<file path="config.mk">
export PLATFORM = sky130hd
export DESIGN_NAME = dct_n_2d_seq_core
export DESIGN_NICKNAME = d
export VERILOG_FILES = /design/src/rtl/dct_pkg.sv /design/src/rtl/dct_dot_n.sv /design/src/rtl/dct_n_2d_seq_core.sv
export SDC_FILE = /design/constraint.sdc
export NUM_CORES = 2
export LEC_CHECK = 0
export ABC_CLOCK_PERIOD_IN_PS = 37500
export CAP_MARGIN = 20
export CORE_MARGIN = 4
export CORE_UTILIZATION = 58
export DETAILED_ROUTE_END_ITERATION = 16
export GPL_TIMING_DRIVEN = 1
export HOLD_SLACK_MARGIN = 0.15
export PLACE_DENSITY = 0.85
export SETUP_SLACK_MARGIN = 0.02
export SYNTH_ARGS = -nofsm -noshare
export SYNTH_HDL_FRONTEND = slang
export SYNTH_SLANG_ARGS = --single-unit
</file>
<file path="constraint.sdc">
create_clock -name clk -period 37.5 [get_ports clk]
set_clock_uncertainty 0.05 [all_clocks]
set_input_delay 7.5 -clock clk [delete_from_list [all_inputs] [get_ports clk]]
set_output_delay 7.5 -clock clk [all_outputs]
set_load 0.02 [all_outputs]
</file>
<file path="src/rtl/dct_pkg.sv">
// dct_pkg: shared constants and helpers for the sequential N-point 2D DCT.
//  - m32_t / M32 : HEVC 32x32 forward-transform matrix, signed 8-bit entries,
//                  M32[k][n]; the NxN matrix is rows k*(32/N) of it.
//  - clog2_n     : log2 of a power-of-two transform size.
//  - shift1/2    : row-pass and column-pass rounding shifts.
//  - state_t     : control FSM states.
package dct_pkg;

  typedef enum logic [1:0] {
    S_IDLE = 2'd0,
    S_ROW  = 2'd1,
    S_COL  = 2'd2,
    S_DONE = 2'd3
  } state_t;

  typedef logic [31:0][31:0][7:0] m32_t;

  function automatic int clog2_n(input int v);
    int r;
    r = 0;
    for (int i = 0; i < 6; i++) if ((1 << i) == v) r = i;
    return r;
  endfunction

  function automatic int shift1(input int n, input int bd);
    return clog2_n(n) + bd - 9;
  endfunction

  function automatic int shift2(input int n);
    return clog2_n(n) + 6;
  endfunction

  // Magnitude of the HEVC coefficient for angle m*pi/64, m in 0..31.
  function automatic int base_coef(input int m);
    case (m)
      0, 16:    return 64;
      1, 2, 3:  return 90;
      4:  return 89;  5:  return 88;  6:  return 87;  7:  return 85;
      8:  return 83;  9:  return 82;  10: return 80;  11: return 78;
      12: return 75;  13: return 73;  14: return 70;  15: return 67;
      17: return 61;  18: return 57;  19: return 54;  20: return 50;
      21: return 46;  22: return 43;  23: return 38;  24: return 36;
      25: return 31;  26: return 25;  27: return 22;  28: return 18;
      29: return 13;  30: return 9;   31: return 4;
      default: return 0;
    endcase
  endfunction

  // The HEVC matrix keeps the cosine symmetries exactly: entry (k,n) is the
  // coefficient for angle k*(2n+1)*pi/64 folded into the first quadrant.
  // Row 0 is the flat 64 row.
  function automatic m32_t build_m32();
    m32_t t;
    int   m, v;
    t = '0;
    for (int k = 0; k < 32; k++) begin
      for (int n = 0; n < 32; n++) begin
        m = (k * (2 * n + 1)) % 128;
        if (m > 64) m = 128 - m;
        if (k == 0)      v = 64;
        else if (m < 32) v = base_coef(m);
        else             v = -base_coef(64 - m);
        t[k][n] = 8'(v);
      end
    end
    return t;
  endfunction

  localparam m32_t M32 = build_m32();

endpackage

</file>
<file path="src/rtl/dct_dot_n.sv">
// dct_dot_n: combinational N-term signed dot product with HEVC rounding.
//  a   in  [N] s16   data operands
//  c   in  [N] s8    matrix coefficients
//  sh  in  5         rounding shift (>=1)
//  res out s16       (sum(a*c) + 2^(sh-1)) >>> sh, reduced to 16 bits
// Reduction: wraps to the low 16 bits by default; with DCT_SAT_EN defined
// it saturates to [-32768, 32767].
module dct_dot_n
#(
  parameter int N = 4
) (
  input  logic [N-1:0][15:0] a,
  input  logic [N-1:0][7:0]  c,
  input  logic [4:0]         sh,
  output logic [15:0]        res
);

  logic signed [23:0] prod [N];

  for (genvar g = 0; g < N; g++) begin : g_lane
    logic signed [23:0] ae, ce;
    assign ae      = {{8{a[g][15]}}, a[g]};
    assign ce      = {{16{c[g][7]}}, c[g]};
    assign prod[g] = ae * ce;
  end

  // 32 products of 16x8 bits stay well inside 32 bits.
  logic signed [31:0] acc, rnd, sum;

  always_comb begin
    acc = '0;
    for (int n = 0; n < N; n++) acc = acc + {{8{prod[n][23]}}, prod[n]};
  end

  assign rnd = 32'sd1 <<< (sh - 5'd1);
  assign sum = acc + rnd;

`ifdef DCT_SAT_EN
  logic signed [31:0] shd;
  assign shd = sum >>> sh;
  always_comb begin
    if (shd > 32'sd32767)       res = 16'h7fff;
    else if (shd < -32'sd32768) res = 16'h8000;
    else                        res = shd[15:0];
  end
`else
  assign res = 16'(sum >>> sh);
`endif

endmodule

</file>
<file path="src/rtl/dct_n_2d_seq_core.sv">
// dct_n_2d_seq_core: sequential HEVC forward 2D DCT of an NxN s16 block,
// one coefficient per cycle through a single shared dct_dot_n.
//  clk    in   1         rising-edge clock
//  reset  in   1         asynchronous active-high reset
//  start  in   1         rising edge in IDLE/DONE launches a transform
//  x      in   [N][N]    input block x[row][col], captured on accept
//  y      out  [N][N]    coefficients y[vert][horiz], registered
//  done   out  1         result complete; held until next accepted start
// Params: N (4/8/16/32), BIT_DEPTH. Macro DCT_SAT_EN selects saturation
// instead of 16-bit wrap for intermediate and output values.
module dct_n_2d_seq_core
  import dct_pkg::*;
#(
  parameter int N         = 4,
  parameter int BIT_DEPTH = 8
) (
  input  logic                      clk,
  input  logic                      reset,
  input  logic                      start,
  input  logic [N-1:0][N-1:0][15:0] x,
  output logic [N-1:0][N-1:0][15:0] y,
  output logic                      done
);

  localparam int            LN   = clog2_n(N);
  localparam int            S1   = shift1(N, BIT_DEPTH);
  localparam int            S2   = shift2(N);
  localparam logic [LN-1:0] LAST = LN'(N - 1);

  if (!(N == 4 || N == 8 || N == 16 || N == 32)) begin : g_bad_n
    $error("dct_n_2d_seq_core: N must be 4, 8, 16 or 32");
  end
  if (S1 < 1) begin : g_bad_s1
    $error("dct_n_2d_seq_core: BIT_DEPTH too small, first shift < 1");
  end

  state_t                    state, next_state;
  logic                      start_q, rise, accept, issue, last, drain;
  logic [LN-1:0]             k_cnt, o_cnt;
  logic [N-1:0][N-1:0][15:0] xb, tmp;
  logic [N-1:0][15:0]        a;
  logic [N-1:0][7:0]         c;
  logic [4:0]                sh, krow;
  logic [15:0]               dot_res;

  // One register stage between the dot product and the tmp/y write port.
  logic [15:0]               res_q;
  logic                      res_vld, res_col;
  logic [LN-1:0]             res_o, res_k;

  assign rise = start & ~start_q;
  assign last = (k_cnt == LAST) && (o_cnt == LAST);

  always_ff @(posedge clk or posedge reset) begin
    if (reset) state <= S_IDLE;
    else       state <= next_state;
  end

  // COL keeps one extra drain cycle so DONE coincides with the last y write.
  always_comb begin
    next_state = state;
    issue      = 1'b0;
    accept     = 1'b0;
    case (state)
      S_IDLE, S_DONE: begin
        if (rise) begin
          accept     = 1'b1;
          next_state = S_ROW;
        end
      end
      S_ROW: begin
        issue = 1'b1;
        if (last) next_state = S_COL;
      end
      S_COL: begin
        issue = ~drain;
        if (drain) next_state = S_DONE;
      end
      default: next_state = S_IDLE;
    endcase
  end

  // k_cnt is the output frequency (fastest); o_cnt is the row in ROW and
  // the column in COL.
  always_ff @(posedge clk or posedge reset) begin
    if (reset) begin
      k_cnt <= '0;
      o_cnt <= '0;
      drain <= 1'b0;
    end else if (accept) begin
      k_cnt <= '0;
      o_cnt <= '0;
      drain <= 1'b0;
    end else if (issue) begin
      if (k_cnt == LAST) begin
        k_cnt <= '0;
        if (o_cnt == LAST) begin
          o_cnt <= '0;
          drain <= (state == S_COL);
        end else begin
          o_cnt <= o_cnt + 1'b1;
        end
      end else begin
        k_cnt <= k_cnt + 1'b1;
      end
    end
  end

  // Operand muxing: ROW dots a row of xb, COL dots a column of tmp.
  // Last tmp write lands one cycle into COL, but COL reads that column last.
  always_comb begin
    krow = 5'(k_cnt) << (5 - LN);
    sh   = (state == S_ROW) ? 5'(S1) : 5'(S2);
    for (int n = 0; n < N; n++) begin
      c[n] = M32[krow][n];
      a[n] = (state == S_ROW) ? xb[o_cnt][n] : tmp[n][o_cnt];
    end
  end

  dct_dot_n #(.N(N)) u_dot (
    .a   (a),
    .c   (c),
    .sh  (sh),
    .res (dot_res)
  );

  always_ff @(posedge clk or posedge reset) begin
    if (reset) begin
      start_q <= 1'b0;
      done    <= 1'b0;
      xb      <= '0;
      tmp     <= '0;
      y       <= '0;
      res_q   <= '0;
      res_vld <= 1'b0;
      res_col <= 1'b0;
      res_o   <= '0;
      res_k   <= '0;
    end else begin
      start_q <= start;
      done    <= (next_state == S_DONE);
      if (accept) xb <= x;
      res_vld <= issue;
      res_col <= (state == S_COL);
      res_o   <= o_cnt;
      res_k   <= k_cnt;
      res_q   <= dot_res;
      if (res_vld) begin
        if (res_col) y[res_k][res_o]   <= res_q;
        else         tmp[res_o][res_k] <= res_q;
      end
    end
  end

endmodule

</file>
==> flow_summary_export.csv <==
group,metric,value,unit
die,die_w,303,um
cells_and_area,stdcell_count,6120,
synthesis,yosysTopAreaCell,"dfrtp_1",
timing,final_max_slew_viol_count,0,
clock_network,clk_pin_slew,60,ps
synthesis,async_reset_ff_frac,1.00,
clock_network,cts_root_buf,"clkbuf_16",
cells_and_area,finalCoreUtilization,0.696,
global_routing,grt_util_met2,0.506,
global_routing,grt_pass1_vias,38600,
detailed_routing,wl_per_cell,22.8,um
global_routing,grt_usage,0.312,
global_routing,antenna_found_initial,11,
clock_network,cts.sinks,799,
synthesis,yosys_warnings,0,
synthesis,synth_cells,4469,
detailed_routing,vias,35300,
synthesis,ys_seq_area_frac,0.396,
placed_design,hpwlAfterDp,98200,um
worst_setup_path,criticalPathCategory,"register to register",
worst_setup_path,cp_top_family,"adder cells",
die,start_util,0.588,
outcome,outcome,"complete, but fails checks",
worst_setup_path,crit_top_cell,"fa_1",
worst_setup_path,cp_num_buf_inv,7,
timing,max_freq,91.7,MHz
worst_setup_path,critPathLaunchType,"register",
placed_design,placed_cells,5960,
timing,finalWorstSetupSlack,26590,ps
cells_and_area,nNetsFinal,5800,
outcome,violations,"antenna rules",
timing,finalSetupViolations,0,
detailed_routing,ant_nets,1,
timing,min_period,10910,ps
worst_setup_path,cp_slowest_stage_delay,840,ps
synthesis,synthDistinctLibCells,69,
placed_design,globalplace.congestion,0.929,
synthesis,synth_edf_count,0,
clock_network,cts_resized,0,
clock_network,cts_buffers,85,
clock_network,cts_setup_buffers,0,
clock_network,cts_buffer_depth,3,
die,num_rows,107,
worst_setup_path,cp_max_fo,34,
synthesis,synth-seq-cells,799,
global_routing,grt_pass1_wl,219000,um
timing,tightest_slew,1160,ps
timing,hold_viol,0,
placed_design,dpl_worst_slack,26110,ps
die,core,0.0858,mm2
timing,slew_headroom,0.229,
synthesis,ys_top_cells_by_area,"dfrtp_1 40%, fa_1 15%, mux2_2 11%",
placed_design,port_buffers,515,
synthesis,syn_nets,5364,
detailed_routing,wirelength,140000,um
detailed_routing,drc_errors,0,
global_routing,gr-max-usage-layer,"met2",
synthesis,yosys.area.top_type_share,0.396,
clock_network,clock_latency,660,ps
worst_setup_path,slowest_stage,"dfrtp_4",
die,pin_count,516,
detailed_routing,drt_iter0_drc,2898,
cells_and_area,syn2layout_area_growth,18.3,%
synthesis,syn_area_per_cell,11.3,um2
cells_and_area,register_area,0.0200,mm2
flow_run,cap_violations,0,
hold_path,hp-class,"register to register",
global_routing,use_met3,0.0939,
global_routing,grt-ovfl-total,0,
cells_and_area,drive_gt1_frac,0.181,
timing,min_period_over_period,0.291,
clock_network,cts_tree,"yes",
detailed_routing,viasPerCell,5.76,
clock_network,ctsHoldBuffers,0,
global_routing,grtUsageMet1,0.397,
clock_network,h-tree-depth,3,
detailed_routing,dr.pass1.iters,5,
die,die_h,303,um
cells_and_area,num-fill-cells,5710,
timing,rsz0062_at_grt,"no",
synthesis,syn_area,0.0505,mm2
worst_setup_path,crit_path_end_kind,"register",
cells_and_area,multiInputGateArea,0.0276,mm2
die,dieArea,0.0918,mm2
timing,setup-tns-final,0,ps
worst_setup_path,cp.arrival,11410,ps
synthesis,yosys_most_used_dff,"dfrtp_1",
worst_setup_path,required,38010,ps
global_routing,grt_start_max_net_pins,200,
==> cells in the final DEF (no fill, tap or decap), types with 54 or more instances in the layout <==
cell,synthesis,final
mux2i_1,67,67
nand2_1,867,867
nand2b_1,68,68
clkdlybuf4s50_1,0,515
nor2_1,128,123
dfrtp_1,799,794
mux4_2,128,128
a21oi_1,65,65
xnor2_1,54,54
ha_1,266,264
mux2_2,513,513
inv_1,555,554
clkbuf_16,0,87
fa_1,370,370
nor2b_1,70,70
==> per-layer routing <==
| layer | wire length (um) | share of wire | vias up |
|---|---|---|---|
| li1 | - | - | 15300 |
| met1 | 53400 | 0.38 | 18100 |
| met2 | 66900 | 0.48 | 1461 |
| met3 | 13400 | 0.096 | 360 |
| met4 | 6150 | 0.044 | 12 |
| met5 | 76 | 0.00054 | - |
==> final cells by class <==
| cell class | instances | area share |
|---|---|---|
| multi-input cells | 2893 | 0.462 |
| flip-flops and latches | 799 | 0.335 |
| repair buffers | 570 | 0.0939 |
| clock buffers | 116 | 0.0408 |
| inverters | 556 | 0.0351 |
| well taps | 1144 | 0.0240 |
| clock inverters | 35 | 0.00847 |
| diodes | 7 | 0.000293 |
==> through the flow <==
stage | hold slack (ps) | area (um2)
6_report | 420 | 59700
3_3_place_gp | 402 | 56700
3_5_place_dp | 407 | 56700
5_1_grt | 432 | 59700
2_1_floorplan | 325 | 50500
4_1_cts | 422 | 59600
==> kinds of logic (layout without fill, tap and decap cells) <==
family                   after synthesis  in the layout  synth area share
AO/OA/AOI/OAI                        196            196            0.0257
flip-flops                           799            799             0.396
XOR/XNOR                              74             74            0.0128
other                                  0              7                 0
AND/OR/NAND/NOR                     1278           1278             0.109
buffers and inverters                777           1277            0.0585
multiplexers                         709            709             0.185
adder cells (fa/ha/maj)              636            636             0.213
==> state kept, by name, summed over array words and instances (netlist names) <==
signal and flops:
xb 256, y 256, res_col 1, res_q 16
start_q 1, res_vld 1, tmp 256, o_cnt 2
done 1, state 2, res_k 2, drain 1
k_cnt 2, res_o 2
==> cell usage after synthesis (3+ instances only) <==
library cell  count
and3_1            7
nand4_1           8
and2_1           23
ha_1            266
nor3_1           20
nand2b_1         68
dfrtp_1         799
buf_1            15
mux2_2          513
mux4_2          128
o21a_1           16
o31ai_1           4
a21boi_0          4
nor2_1          128
o211ai_1          6
o21ai_0          37
a2111oi_0         3
nor2b_1          70
a31oi_1           4
a211oi_1          6
a21o_1           14
or2_2            34
inv_1           555
mux2i_1          67
o21bai_1          7
a21oi_1          65
a31o_2            3
nand2_1         867
fa_1            370
buf_2            27
or3_1            14
xnor2_1          54
nand3_1          25
xor2_1           20
clkbuf_1        179
==> final timing paths <==
check | start | to | slack (ps) | cells after the start
worst max-delay path | o_cnt[0] | res_q[15] | 26590 | 33
worst min register to register | xb[244] | xb[244] | 420 | 2
max in group asynchronous | reset | xb[3] | 26790 | 5
min in group asynchronous | reset | y[114] | 7350 | 2
worst max register to register | o_cnt[0] | res_q[15] | 26590 | 33
worst min-delay path | xb[244] | xb[244] | 420 | 2
==> worst register-to-register path, delay by kind of cell (launching register included) <==
kind,cells,cell delay [ps]
fa+ha+maj,10,4440
compound gates,8,2130
mux,2,1330
buf+inv,7,970
simple gates,5,930
flops,1,840
xor+xnor,1,180
Power is not shown: default switching activity piles up to over one toggle a cycle in this logic, so the estimate is an artifact.
